--- src/rtl/imem_loader_pkg.sv ---
// imem_loader_pkg: shared types and constants for the instruction memory loader
//   state_t       - loader FSM states
//   INSTR_W       - instruction width in bits (two stream bytes)
//   HI_BYTE_FIRST - stream byte order within an instruction
package imem_loader_pkg;

    localparam int INSTR_W       = 16;
    localparam bit HI_BYTE_FIRST = 1'b1;

    typedef enum logic [2:0] {
        S_IDLE,
        S_COUNT,
        S_HI,
        S_LO,
        S_CSUM,
        S_DONE,
        S_ERR
    } state_t;

endpackage

--- src/rtl/imem_loader.sv ---
// imem_loader: loads a checksummed byte-stream program image into instruction memory
//   i_clk          - clock, rising edge
//   i_rst_n        - asynchronous active-low reset
//   i_start        - one-cycle load request (honoured in IDLE/DONE/ERR)
//   i_in_valid     - stream byte valid
//   i_in_data      - stream byte
//   o_in_ready     - loader accepts a byte this cycle
//   o_imem_we      - instruction memory write strobe
//   o_imem_addr    - instruction memory write address
//   o_imem_wdata   - instruction memory write data
//   o_cpu_hold     - holds the processor in reset until a good load completes
//   o_done         - last load succeeded
//   o_err          - last load failed
module imem_loader
    import imem_loader_pkg::*;
#(
    parameter int ADDR_W  = 8,
    parameter int INSTR_W = 16
) (
    input  logic               i_clk,
    input  logic               i_rst_n,
    input  logic               i_start,
    input  logic               i_in_valid,
    input  logic [7:0]         i_in_data,
    output logic               o_in_ready,
    output logic               o_imem_we,
    output logic [ADDR_W-1:0]  o_imem_addr,
    output logic [INSTR_W-1:0] o_imem_wdata,
    output logic               o_cpu_hold,
    output logic               o_done,
    output logic               o_err
);

    state_t             r_state;
    state_t             w_next;
    logic [7:0]         r_sum;
    logic [7:0]         r_hi;
    logic [ADDR_W-1:0]  r_idx;
    logic [ADDR_W-1:0]  r_last;
    logic [ADDR_W-1:0]  r_addr;
    logic               r_we;
    logic [INSTR_W-1:0] r_wdata;
    logic               w_xfer;
    logic               w_start;
    logic               w_c_ovf;
    logic               w_last;

    assign w_xfer  = i_in_valid && o_in_ready;
    assign w_start = i_start && (r_state inside {S_IDLE, S_DONE, S_ERR});
    // A count byte naming more instructions than the memory holds is rejected.
    assign w_c_ovf = 32'(i_in_data) >= (32'd1 << ADDR_W);
    // r_idx counts instructions already written, so it equals C on the Nth one.
    assign w_last  = r_idx == r_last;

    always_ff @(posedge i_clk or negedge i_rst_n) begin
        if (!i_rst_n) r_state <= S_IDLE;
        else          r_state <= w_next;
    end

    always_comb begin
        w_next = r_state;
        case (r_state)
            S_IDLE, S_DONE, S_ERR: w_next = i_start ? S_COUNT : r_state;
            S_COUNT: if (w_xfer) w_next = w_c_ovf ? S_ERR : S_HI;
            S_HI:    if (w_xfer) w_next = S_LO;
            S_LO:    if (w_xfer) w_next = w_last ? S_CSUM : S_HI;
            S_CSUM:  if (w_xfer) w_next = (i_in_data == r_sum) ? S_DONE : S_ERR;
            default: w_next = S_IDLE;
        endcase
    end

    always_comb begin
        o_in_ready = r_state inside {S_COUNT, S_HI, S_LO, S_CSUM};
        o_cpu_hold = r_state != S_DONE;
        o_done     = r_state == S_DONE;
        o_err      = r_state == S_ERR;
    end

    always_ff @(posedge i_clk or negedge i_rst_n) begin
        if (!i_rst_n) begin
            r_sum   <= '0;
            r_hi    <= '0;
            r_idx   <= '0;
            r_last  <= '0;
            r_addr  <= '0;
            r_we    <= 1'b0;
            r_wdata <= '0;
        end else begin
            r_we <= w_xfer && (r_state == S_LO);
            // The write cycle of the final instruction falls in CSUM; the
            // address is left on it so it never wraps past the top word.
            if (w_start) begin
                r_idx  <= '0;
                r_addr <= '0;
            end else if (r_we && r_state != S_CSUM) begin
                r_addr <= r_addr + 1'b1;
            end
            if (w_xfer) begin
                case (r_state)
                    S_COUNT: begin
                        r_sum  <= i_in_data;
                        r_last <= ADDR_W'(i_in_data);
                    end
                    S_HI: begin
                        r_hi  <= i_in_data;
                        r_sum <= r_sum + i_in_data;
                    end
                    S_LO: begin
                        r_sum   <= r_sum + i_in_data;
                        r_idx   <= r_idx + 1'b1;
                        r_wdata <= HI_BYTE_FIRST ? INSTR_W'({r_hi, i_in_data}) : INSTR_W'({i_in_data, r_hi});
                    end
                    default: ;
                endcase
            end
        end
    end

    assign o_imem_we    = r_we;
    assign o_imem_addr  = r_addr;
    assign o_imem_wdata = r_wdata;

endmodule

--- config.mk ---
export PLATFORM = sky130hd
export DESIGN_NAME = imem_loader
export DESIGN_NICKNAME = d
export VERILOG_FILES = /design/src/rtl/imem_loader_pkg.sv /design/src/rtl/imem_loader.sv
export SDC_FILE = /design/constraint.sdc
export NUM_CORES = 1
export LEC_CHECK = 0
export ABC_CLOCK_PERIOD_IN_PS = 5000
export CELL_PAD_IN_SITES_DETAIL_PLACEMENT = 1
export CELL_PAD_IN_SITES_GLOBAL_PLACEMENT = 1
export CORE_MARGIN = 10
export CORE_UTILIZATION = 30
export CTS_CLUSTER_DIAMETER = 200
export CTS_CLUSTER_SIZE = 28
export DETAILED_ROUTE_END_ITERATION = 7
export GPL_ROUTABILITY_DRIVEN = 0
export HOLD_SLACK_MARGIN = 0.02
export PLACE_DENSITY_LB_ADDON = 0.2
export SETUP_SLACK_MARGIN = 0.1
export SLEW_MARGIN = 20
export SYNTH_ARGS = -nofsm -noshare
export SYNTH_HDL_FRONTEND = slang
export SYNTH_SLANG_ARGS = --single-unit
--- constraint.sdc ---
create_clock -name i_clk -period 5 [get_ports i_clk]
set_input_delay 1 -clock i_clk [delete_from_list [all_inputs] [get_ports i_clk]]
set_output_delay 1 -clock i_clk [all_outputs]
set_load 0.05 [all_outputs]
==> summary.txt, run 1 <==
Yosys
  • EDFF count, synth: 0
  • Flops & latches, synth: 60
  • Mapped Nets: 330
  • Mean area per synthesized cell: 9.904 um2
  • Sequential element share of the synthesized area: 49.22%
  • Warnings, synthesis: 0
  • Cells after synthesis: 308
  • Netlist cell types: 42
  • Post-Syn Area: 3050 um2
  • Top_reg_cell synth: dfrtp_1
  • Async S/R FF share, synth: 100.0%

Finish
  • Area growth syn-to-layout: 22.68%
  • Antenna fix cells: 0
  • FILL cells: 1139
  • Most common cell after layout, fill and taps aside: nand2_1
  • Final instance area: 3742 um2
  • Utilization after layout: 38.11%
  • Share of layout cells above drive strength 1: 11.61%
  • Most frequent cells in the layout: 64 x nand2_1, 60 x dfrtp_1, 39 x clkdlybuf4s50_1
  • FF/Latch Area: 1501 um2
  • Footprint of the multi-input gates: 1463 um2
  • Nets@finish: 370

Die
  • Starting density of the core: 31.07%
  • I/O pin count: 41
  • Die ar.: 14600 um2
  • Chip height: 120.8 um
  • Num rows: 36
  • Die span in x: 120.8 um
  • Core area: 9819 um2

Clock network
  • Worst-Skew Late Latency: 340 ps
  • CTS tree: done
  • Clock-pin slew on the worst setup and hold paths: 70 ps
  • Hold_buf cts: 0
  • Total CTS buffers: 9
  • CTS root buf: clkbuf_8
  • Clock sinks: 60
  • Post-CTS sizing: 0
  • Clock Path Buffers: 2
  • H-tree levels: 3
  • Post-CTS Setup Repair Bufs: 0

Setup path
  • CP Max Fanout: 16
  • Worst path arrival time: 2190 ps
  • Crit start category: flop
  • Req. time, crit path: 4000 ps
  • Crit Path Class: flop to output pin
  • Critical path capture point type: output pin

Place
  • Area of placed instances: 3567 um2
  • Placement Setup Slack: 1648 ps
  • DPL Wire Length: 5.767 mm
  • Buffers added on ports: 40

Global route
  • Vias in the first global route: 2546
  • Largest net degree at the start of global routing: 41
  • Initial antenna violation count: 0
  • First-pass GRT wire length: 13.52 mm
  • Gr usage total: 11.45%
  • Gr ovfl total: 0

Timing
  • Final WS setup: 1815 ps
  • Clock skew: 14.04 ps
  • RSZ-0062 raised after global routing: false
  • Worst Tran Pin Value: 778.6 ps
  • Fmax: 314.0 MHz
  • Worst slew margin: 47.87%
  • Period utilization: 63.70%
  • Pins over their slew limit: 0
  • Setup TNS: 0 ps
  • Fin. Hold Viols: 0
  • Final setup fails: 0
  • Final min period: 3185 ps

Routing
  • DRT Pass-1 Iters: 3
  • Via count: 2342
  • Vias per cell: 4.819
  • Antenna viol nets, final: 0
  • DRT iter0 DRCs: 69
  • Residual DRC: 0
  • DRT Wirelength: 7.932 mm
  • Routed wire per std cell: 16.32 um

Run
  • Max_cap viols: 0

Run status
  • Status: completed

Pwr
  • IR Drop Worst-Case VDD: 0.2026 mV
  • Final Total Pwr: 2.482 mW
  • Leakage: 1.641 nW
  • Pwr dens: 663.3 nW/um2

Hold path
  • Tightest Hold Check Type: flop to flop
-- worst max-delay path, stage by stage (launching register included) --
cell             delay, ps
dfrtp_1                670
nor2b_1                210
and2_1                 160
clkdlybuf4s50_1        810
-- synthesized netlist by cell type, types with 2 or more instances --
master    number  share of area [%]
a211oi_1       4               0.98
a21o_1         2               0.49
a21oi_1        7                1.1
and2_1         2               0.41
and3_1         2               0.41
buf_2          6               0.98
buf_4          2               0.49
clkbuf_1       6               0.74
dfrtp_1       60                 49
ha_1           9                3.7
inv_1          5               0.62
mux2_2        18                6.6
mux2i_1        6                2.0
nand2_1       64                7.9
nand2b_1       2               0.41
nand3_1        9                1.5
nand4_1        6                1.2
nor2_1        18                2.2
nor2_2         2               0.41
nor2b_1        5                1.0
nor3_1         5               0.82
nor3b_1        3               0.74
nor4_1         2               0.41
o21a_1         6                1.5
o21ai_0       21                3.4
xnor2_1        8                2.3
xor2_1        13                3.7
-- final timing paths --
| path | startpoint | to | slack (ps) | depth (start not counted) |
|---|---|---|---|---|
| setup / recovery | r_state[2] | o_done | 1810 | 3 |
| hold / removal | r_hi[2] | o_imem_wdata[10] | 470 | 2 |
| setup reg to reg | r_state[1] | r_hi[2] | 2570 | 3 |
| hold reg to reg | r_hi[2] | o_imem_wdata[10] | 470 | 2 |
| max in group asynchronous | i_rst_n | r_sum[6] | 3470 | 2 |
| min in group asynchronous | i_rst_n | r_state[0] | 630 | 1 |
-- per-layer routing --
layer | vias up | GRT usage, % | wire length [um]
met5 | - | 0 | 0
met4 | 0 | 4.525 | 118
met3 | 9 | 3.071 | 330
met2 | 36 | 17.38 | 3519
met1 | 1159 | 15.11 | 3963
li1 | 1138 | - | -
-- kinds of logic after synthesis --
family	after synthesis	share of synthesized area, %
flip-flops	60	49.22
multiplexers	24	8.614
AO/OA/AOI/OAI	49	10.01
buffers and inverters	19	2.830
AND/OR/NAND/NOR	125	18.95
XOR/XNOR	21	6.030
adder cells (fa/ha/maj)	10	4.348
-- metrics by stage --
stage / instances / hold slack, ps
2_1_floorplan: 308 / 434.8
3_3_place_gp: 470 / 449.4
3_5_place_dp: 470 / 458.4
4_1_cts: 486 / 473.7
5_1_grt: 486 / 504.3
6_report: 486 / 468.9
-- cell type report --
type                            instances  share of cell area, %
Sequential cell                        60                  40.12
Tap cell                              133                  4.447
Clock inverter                          7                  1.371
Inverter                                5                 0.5015
Clock buffer                            9                  3.310
Timing Repair Buffer                   43                  11.17
Multi-Input combinational cell        229                  39.08
-- state kept, by name, indices dropped and copies added, names as in the netlist --
name / count
r_state: 3
r_sum: 8
o_imem_wdata: 16
r_idx: 8
r_last: 8
o_imem_we: 1
o_imem_addr: 8
r_hi: 8
-- power by group --
| group | switching, mW | internal (mW) |
|---|---|---|
| combinational | 0.723 | 0.478 |
| clock | 0.213 | 0.181 |
| sequential | 0.188 | 0.699 |
Note: power is estimated with default switching activity, not from simulation.
==> inputs of run 2 (changes only) <==
--- a/config.mk
+++ b/config.mk
@@ -5,7 +5,7 @@
 export SDC_FILE = /design/constraint.sdc
 export NUM_CORES = 1
 export LEC_CHECK = 0
-export ABC_CLOCK_PERIOD_IN_PS = 5000
+export ABC_CLOCK_PERIOD_IN_PS = 2800
 export CELL_PAD_IN_SITES_DETAIL_PLACEMENT = 1
 export CELL_PAD_IN_SITES_GLOBAL_PLACEMENT = 1
 export CORE_MARGIN = 10
==> constraint.sdc (replaced) <==
create_clock -name i_clk -period 2.8 [get_ports i_clk]
set_input_delay 0.56 -clock i_clk [delete_from_list [all_inputs] [get_ports i_clk]]
set_output_delay 0.56 -clock i_clk [all_outputs]
set_load 0.05 [all_outputs]
==> run 2 against run 1 <==
  * Sequential cell count stayed put
  * Final cell count is 4.1% higher
  * Sequential power is 75% higher
  * Clock skew is 2.2 ps higher
  * Setup slack worse by 1600 ps
  * First-iteration DRC count is 28% higher
  * Wire length is 6.2% higher
  * Via count is 4.1% higher
==> summary.txt, run 2 (synthesized netlist as in run 1, its figures left out) <==
Routing
  • Residual DRC: 0 (unchanged)
  • DRT Pass-1 Iters: 4 (was 3)
  • DRT iter0 DRCs: 88 (was 69)
  • Routed wire per std cell: 16.64 um (was 16.32 um)
  • Antenna viol nets, final: 0 (unchanged)
  • DRT Wirelength: 8.422 mm (was 7.932 mm)
  • Via count: 2437 (was 2342)
  • Vias per cell: 4.816 (was 4.819)

Finish
  • FILL cells: 1167 (was 1139)
  • Most common cell after layout, fill and taps aside: nand2_1 (unchanged)
  • Antenna fix cells: 0 (unchanged)
  • Nets@finish: 390 (was 370)
  • Most frequent cells in the layout: 64 x nand2_1, 60 x dfrtp_1, 39 x clkdlybuf4s50_1 (unchanged)
  • Share of layout cells above drive strength 1: 15.82% (was 11.61%)
  • Area growth syn-to-layout: 28.22% (was 22.68%)
  • Final instance area: 3911 um2 (was 3742 um2)
  • Max reg flops: 16 (unchanged)

Clock network
  • Clock Path Buffers: 2 (unchanged)
  • Post-CTS Setup Repair Bufs: 0 (unchanged)
  • Clock sinks: 60 (unchanged)
  • CTS root buf: clkbuf_8 (unchanged)
  • CTS tree: done (unchanged)
  • Hold_buf cts: 0 (unchanged)
  • Worst-Skew Late Latency: 340 ps (about the same)
  • Total CTS buffers: 9 (unchanged)
  • H-tree levels: 3 (unchanged)
  • Clock-pin slew on the worst setup and hold paths: 80 ps (was 70 ps)
  • Post-CTS sizing: 0 (unchanged)

Global route
  • Initial antenna violation count: 0 (unchanged)
  • Largest net degree at the start of global routing: 31 (was 41)
  • Gr ovfl total: 0 (unchanged)
  • Gr usage total: 12.15% (was 11.45%)
  • First-pass GRT wire length: 14.19 mm (was 13.52 mm)
  • Vias in the first global route: 2751 (was 2546)

Timing
  • RSZ-0062 raised after global routing: false (unchanged)
  • Fin. Hold Viols: 0 (unchanged)
  • Final min period: 2569 ps
  • Final setup fails: 0 (unchanged)
  • Hold WS: 264.1 ps (was 468.9 ps)
  • Fmax: 389.3 MHz
  • Pins over their slew limit: 0 (unchanged)
  • Clock skew: 16.26 ps (was 14.04 ps)
  • Worst slew margin: 53.04% (was 47.87%)
  • Setup TNS: 0 ps (unchanged)
  • Period utilization: 91.75%
  • Worst Tran Pin Value: 704.4 ps (was 778.6 ps)

Run status
  • Status: completed (unchanged)

Die
  • Starting density of the core: 31.07% (unchanged)
  • Core area: 9819 um2 (unchanged)
  • I/O pin count: 41 (unchanged)
  • Num rows: 36 (unchanged)
  • Die span in x: 120.8 um (unchanged)
  • Die ar.: 14600 um2 (unchanged)
  • Chip height: 120.8 um (unchanged)

Pwr
  • IR Drop Worst-Case VDD: 0.4631 mV (was 0.2026 mV)
  • Leakage: 1.742 nW (was 1.641 nW)
  • Pwr dens: 1168 nW/um2 (was 663.3 nW/um2)
  • Final Total Pwr: 4.568 mW (was 2.482 mW)

Setup path
  • CP Max Fanout: 9 (was 16)
  • Crit Path Class: flop to output pin (unchanged)
  • Setup crit start: r_state[1] (was r_state[2])
  • Critical path capture point type: output pin (unchanged)
  • Req. time, crit path: 2240 ps (was 4000 ps)
  • Reg2Reg Launch Point: r_state[1] (unchanged)
  • Worst path arrival time: 2010 ps (was 2190 ps)
  • Crit start category: flop (unchanged)

Place
  • Buffers added on ports: 40 (unchanged)
  • Area of placed instances: 3717 um2 (was 3567 um2)
  • DPL Wire Length: 6.253 mm (was 5.767 mm)

Run
  • Max_cap viols: 0 (unchanged)

Hold path
  • Tightest Hold Check Type: input port to asynchronous set/reset pin (was flop to flop)
## run 2: metrics by stage
stage               util [%]  std cells  setup slack (ps)
global route           39.83        506             107.8
floorplan                  -        308             666.9
CTS                    39.83        506             194.8
finish                 39.83        506             231.0
global placement       37.86        490             127.0
detailed placement     37.86        490             83.03
## run 2: worst paths after layout
kind	endpoint	slack, ps	depth (start not counted)
worst max-delay path	o_in_ready	230	3
worst min-delay path	o_imem_wdata[1]	260	1
worst max register to register	r_sum[7]	770	6
worst min register to register	o_imem_wdata[15]	470	2
max in group asynchronous	r_last[4]	1820	2
min in group i_clk	o_imem_wdata[15]	470	2
## run 2: cell type report
type	count	area, um2	share of cell area (%)
Timing Repair Buffer	63	568.0	14.52
Clock buffer	11	131.4	3.359
Clock inverter	5	62.56	1.599
Sequential cell	60	1501	38.39
Inverter	5	18.77	0.4798
Multi-Input combinational cell	229	1463	37.40
Tap cell	133	166.4	4.255
## run 2: power breakdown
part / switching, mW / total [mW] / internal (mW)
Combinational: 1.34 / 2.24 / 0.904
Sequential: 0.298 / 1.55 / 1.25
Clock: 0.368 / 0.783 / 0.415
Total: 2.00 / 4.57 / 2.57
## run 2: critical path: stages (launching register included)
cell and delay [ps]:
dfrtp_1 500, nor2_2 210, xnor2_1 140, clkdlybuf4s50_1 820
## run 2: metal layers
metal | GRT usage [%] | up-vias | share of wire [%]
met3 | 4.421 | 7 | 5.7
met2 | 20.44 | 45 | 46
li1 | - | 1186 | -
met1 | 14.47 | 1199 | 47
met5 | 0 | - | 0
met4 | 2.715 | 0 | 0.83
==> inputs of run 3 (changes only) <==
--- a/config.mk
+++ b/config.mk
@@ -13,11 +13,9 @@
 export CTS_CLUSTER_DIAMETER = 200
 export CTS_CLUSTER_SIZE = 28
 export DETAILED_ROUTE_END_ITERATION = 7
-export GPL_ROUTABILITY_DRIVEN = 0
 export HOLD_SLACK_MARGIN = 0.02
 export PLACE_DENSITY_LB_ADDON = 0.2
 export SETUP_SLACK_MARGIN = 0.1
-export SLEW_MARGIN = 20
 export SYNTH_ARGS = -nofsm -noshare
 export SYNTH_HDL_FRONTEND = slang
 export SYNTH_SLANG_ARGS = --single-unit
==> constraint.sdc (replaced) <==
create_clock -name i_clk -period 2.8 [get_ports i_clk]
set_input_delay 0.56 -clock i_clk [delete_from_list [all_inputs] [get_ports i_clk]]
set_output_delay 0.56 -clock i_clk [all_outputs]
set_load 0.02 [all_outputs]
==> run 3 against run 2 <==
  * Worst hold slack better by 130 ps
  * Count of clock-buffer cells in the layout is 2 lower
  * Non-clock buffer count fell by 4
  * Combinational power shrank 19%
  * Via count fell by 1.1%
  * Setup slack improved by 48 ps
  * Utilization is 0.25 points lower
  * Critical path type unchanged
==> summary.txt, run 3 (synthesized netlist as in run 1, its figures left out) <==
Finish
  • Max reg flops: 16 (unchanged)
  • FF/Latch Area: 1501 um2 (unchanged)
  • Non-filler cells, final: 502 (was 506)
  • Most common cell after layout, fill and taps aside: nand2_1 (unchanged)
  • Share of layout cells above drive strength 1: 15.45% (was 15.82%)
  • Area growth syn-to-layout: 27.40% (was 28.22%)
  • Most frequent cells in the layout: 64 x nand2_1, 60 x dfrtp_1, 39 x clkdlybuf4s50_1 (unchanged)
  • FILL cells: 1166 (was 1167)
  • Nets@finish: 386 (was 390)
  • Footprint of the multi-input gates: 1463 um2 (unchanged)
  • Antenna fix cells: 0 (unchanged)

Timing
  • Worst slew margin: 46.35% (was 53.04%)
  • Fin. Hold Viols: 0 (unchanged)
  • Final setup fails: 0 (unchanged)
  • Final WS setup: 278.9 ps (was 231.0 ps)
  • Period utilization: 90.04% (was 91.75%)
  • Hold WS: 392.2 ps (was 264.1 ps)
  • Final min period: 2521 ps (was 2569 ps)
  • Worst Tran Pin Value: 804.8 ps (was 704.4 ps)
  • Pins over their slew limit: 0 (unchanged)
  • RSZ-0062 raised after global routing: false (unchanged)
  • Fmax: 396.7 MHz (was 389.3 MHz)
  • Clock skew: 10.97 ps (was 16.26 ps)
  • Setup TNS: 0 ps (unchanged)

Setup path
  • CP cell instances: nor2b_1, and2_1, inv_1, clkdlybuf4s50_1 (was nor2_2, xnor2_1, clkdlybuf4s50_1)
  • Reg2reg path depth: 6 (unchanged)
  • Slowest Stage Delay on Critical Path: 660 ps (was 820 ps)
  • Slack of the worst reg-to-reg path: 600 ps (was 770 ps)
  • Crit Path Class: flop to output pin (unchanged)
  • Reg2Reg Launch Point: r_state[0] (was r_state[1])
  • Family with the most delay on the worst path: flip-flops (was buffers and inverters)
  • RR Endpoint: r_sum[7] (unchanged)
  • Crit start category: flop (unchanged)
  • Worst path arrival time: 1960 ps (was 2010 ps)
  • Critical path capture point type: output pin (unchanged)
  • Number of buffers and inverters on the critical path: 2 (was 1)
  • Slowest CP cell: dfrtp_1 (was clkdlybuf4s50_1)
  • CP Max Fanout: 15 (was 9)
  • Req. time, crit path: 2240 ps (about the same)

Die
  • I/O pin count: 41 (unchanged)
  • Num rows: 36 (unchanged)
  • Die ar.: 14600 um2 (unchanged)
  • Chip height: 120.8 um (unchanged)
  • Core area: 9819 um2 (unchanged)
  • Starting density of the core: 31.07% (unchanged)
  • Die span in x: 120.8 um (unchanged)

Global route
  • Initial antenna violation count: 0 (unchanged)
  • Gr usage total: 11.89% (was 12.15%)
  • Gr ovfl total: 0 (unchanged)
  • Vias in the first global route: 2609 (was 2751)
  • Largest net degree at the start of global routing: 61 (was 31)
  • First-pass GRT wire length: 14.02 mm (was 14.19 mm)

Clock network
  • Clock-pin slew on the worst setup and hold paths: 80 ps (about the same)
  • CTS root buf: clkbuf_8 (unchanged)
  • Clock Path Buffers: 2 (unchanged)
  • Worst-Skew Late Latency: 340 ps (about the same)
  • Post-CTS Setup Repair Bufs: 0 (unchanged)
  • Total CTS buffers: 9 (unchanged)
  • CTS tree: done (unchanged)
  • H-tree levels: 3 (unchanged)
  • Hold_buf cts: 0 (unchanged)
  • Clock sinks: 60 (unchanged)
  • Post-CTS sizing: 0 (unchanged)

Routing
  • Vias per cell: 4.803 (was 4.816)
  • Via count: 2411 (was 2437)
  • Antenna viol nets, final: 0 (unchanged)
  • DRT Pass-1 Iters: 4 (unchanged)
  • DRT Wirelength: 8.253 mm (was 8.422 mm)
  • Residual DRC: 0 (unchanged)
  • DRT iter0 DRCs: 131 (was 88)
  • Routed wire per std cell: 16.44 um (was 16.64 um)

Place
  • Buffers added on ports: 40 (unchanged)
  • Placement Setup Slack: 75.80 ps (was 83.03 ps)
  • DPL Wire Length: 6.028 mm (was 6.253 mm)
  • RePlAce Congestion: 0.8056
  • Placed Cells: 486 (was 490)

Run
  • Max_cap viols: 0 (unchanged)

Pwr
  • Final Total Pwr: 4.185 mW (was 4.568 mW)
  • IR Drop Worst-Case VDD: 0.4785 mV (was 0.4631 mV)
  • Leakage: 1.738 nW (was 1.742 nW)
  • Pwr dens: 1077 nW/um2 (was 1168 nW/um2)

Hold path
  • Tightest Hold Check Type: input port to asynchronous set/reset pin (unchanged)

Run status
  • Status: completed (unchanged)
run 3: where the power goes:
| group | switching [mW] | internal [mW] |
|---|---|---|
| clock network | 0.384 | 0.415 |
| registers | 0.329 | 1.25 |
| logic | 0.921 | 0.889 |
| total | 1.63 | 2.55 |
run 3: worst max-delay path by stage:
stage	from	end	slack (ps)	cells past startpoint
floorplan	i_in_data[0]	r_sum[6]	700	9
global placement	i_in_data[0]	r_sum[6]	130	10
detailed placement	i_in_data[0]	r_sum[6]	80	10
CTS	r_state[0]	o_in_ready	250	3
global route	r_state[0]	o_in_ready	120	3
finish	r_state[1]	o_cpu_hold	280	4
run 3: per-stage QoR:
stage / util [%] / cell area, um2
after floorplan: - / 3050
after global placement: 37.55 / 3687
after detailed placement: 37.55 / 3687
after CTS: 39.58 / 3886
after global routing: 39.58 / 3886
final: 39.58 / 3886
run 3: layout make-up:
| type | count | area share [%] |
|---|---|---|
| clock inverter | 7 | 1.932 |
| tap | 133 | 4.282 |
| timing repair buffer | 59 | 13.84 |
| sequential | 60 | 38.63 |
| clock buffer | 9 | 3.187 |
| multi-input combinational | 229 | 37.64 |
| inverter | 5 | 0.4829 |
run 3: metal layers:
| layer | track usage [%] | vias up | part of all wire (%) |
|---|---|---|---|
| met5 | 0 | - | 0 |
| met4 | 3.771 | 0 | 1.5 |
| met3 | 4.095 | 7 | 5.0 |
| met2 | 18.47 | 42 | 45 |
| met1 | 15.11 | 1194 | 48 |
| li1 | - | 1168 | - |
run 3: worst register-to-register path, delay by kind of cell (launching register included):
| family | cells | cell delay [ps] |
|---|---|---|
| flops | 1 | 690 |
| simple gates | 4 | 1070 |
| compound gates | 1 | 190 |
| buf+inv | 1 | 210 |
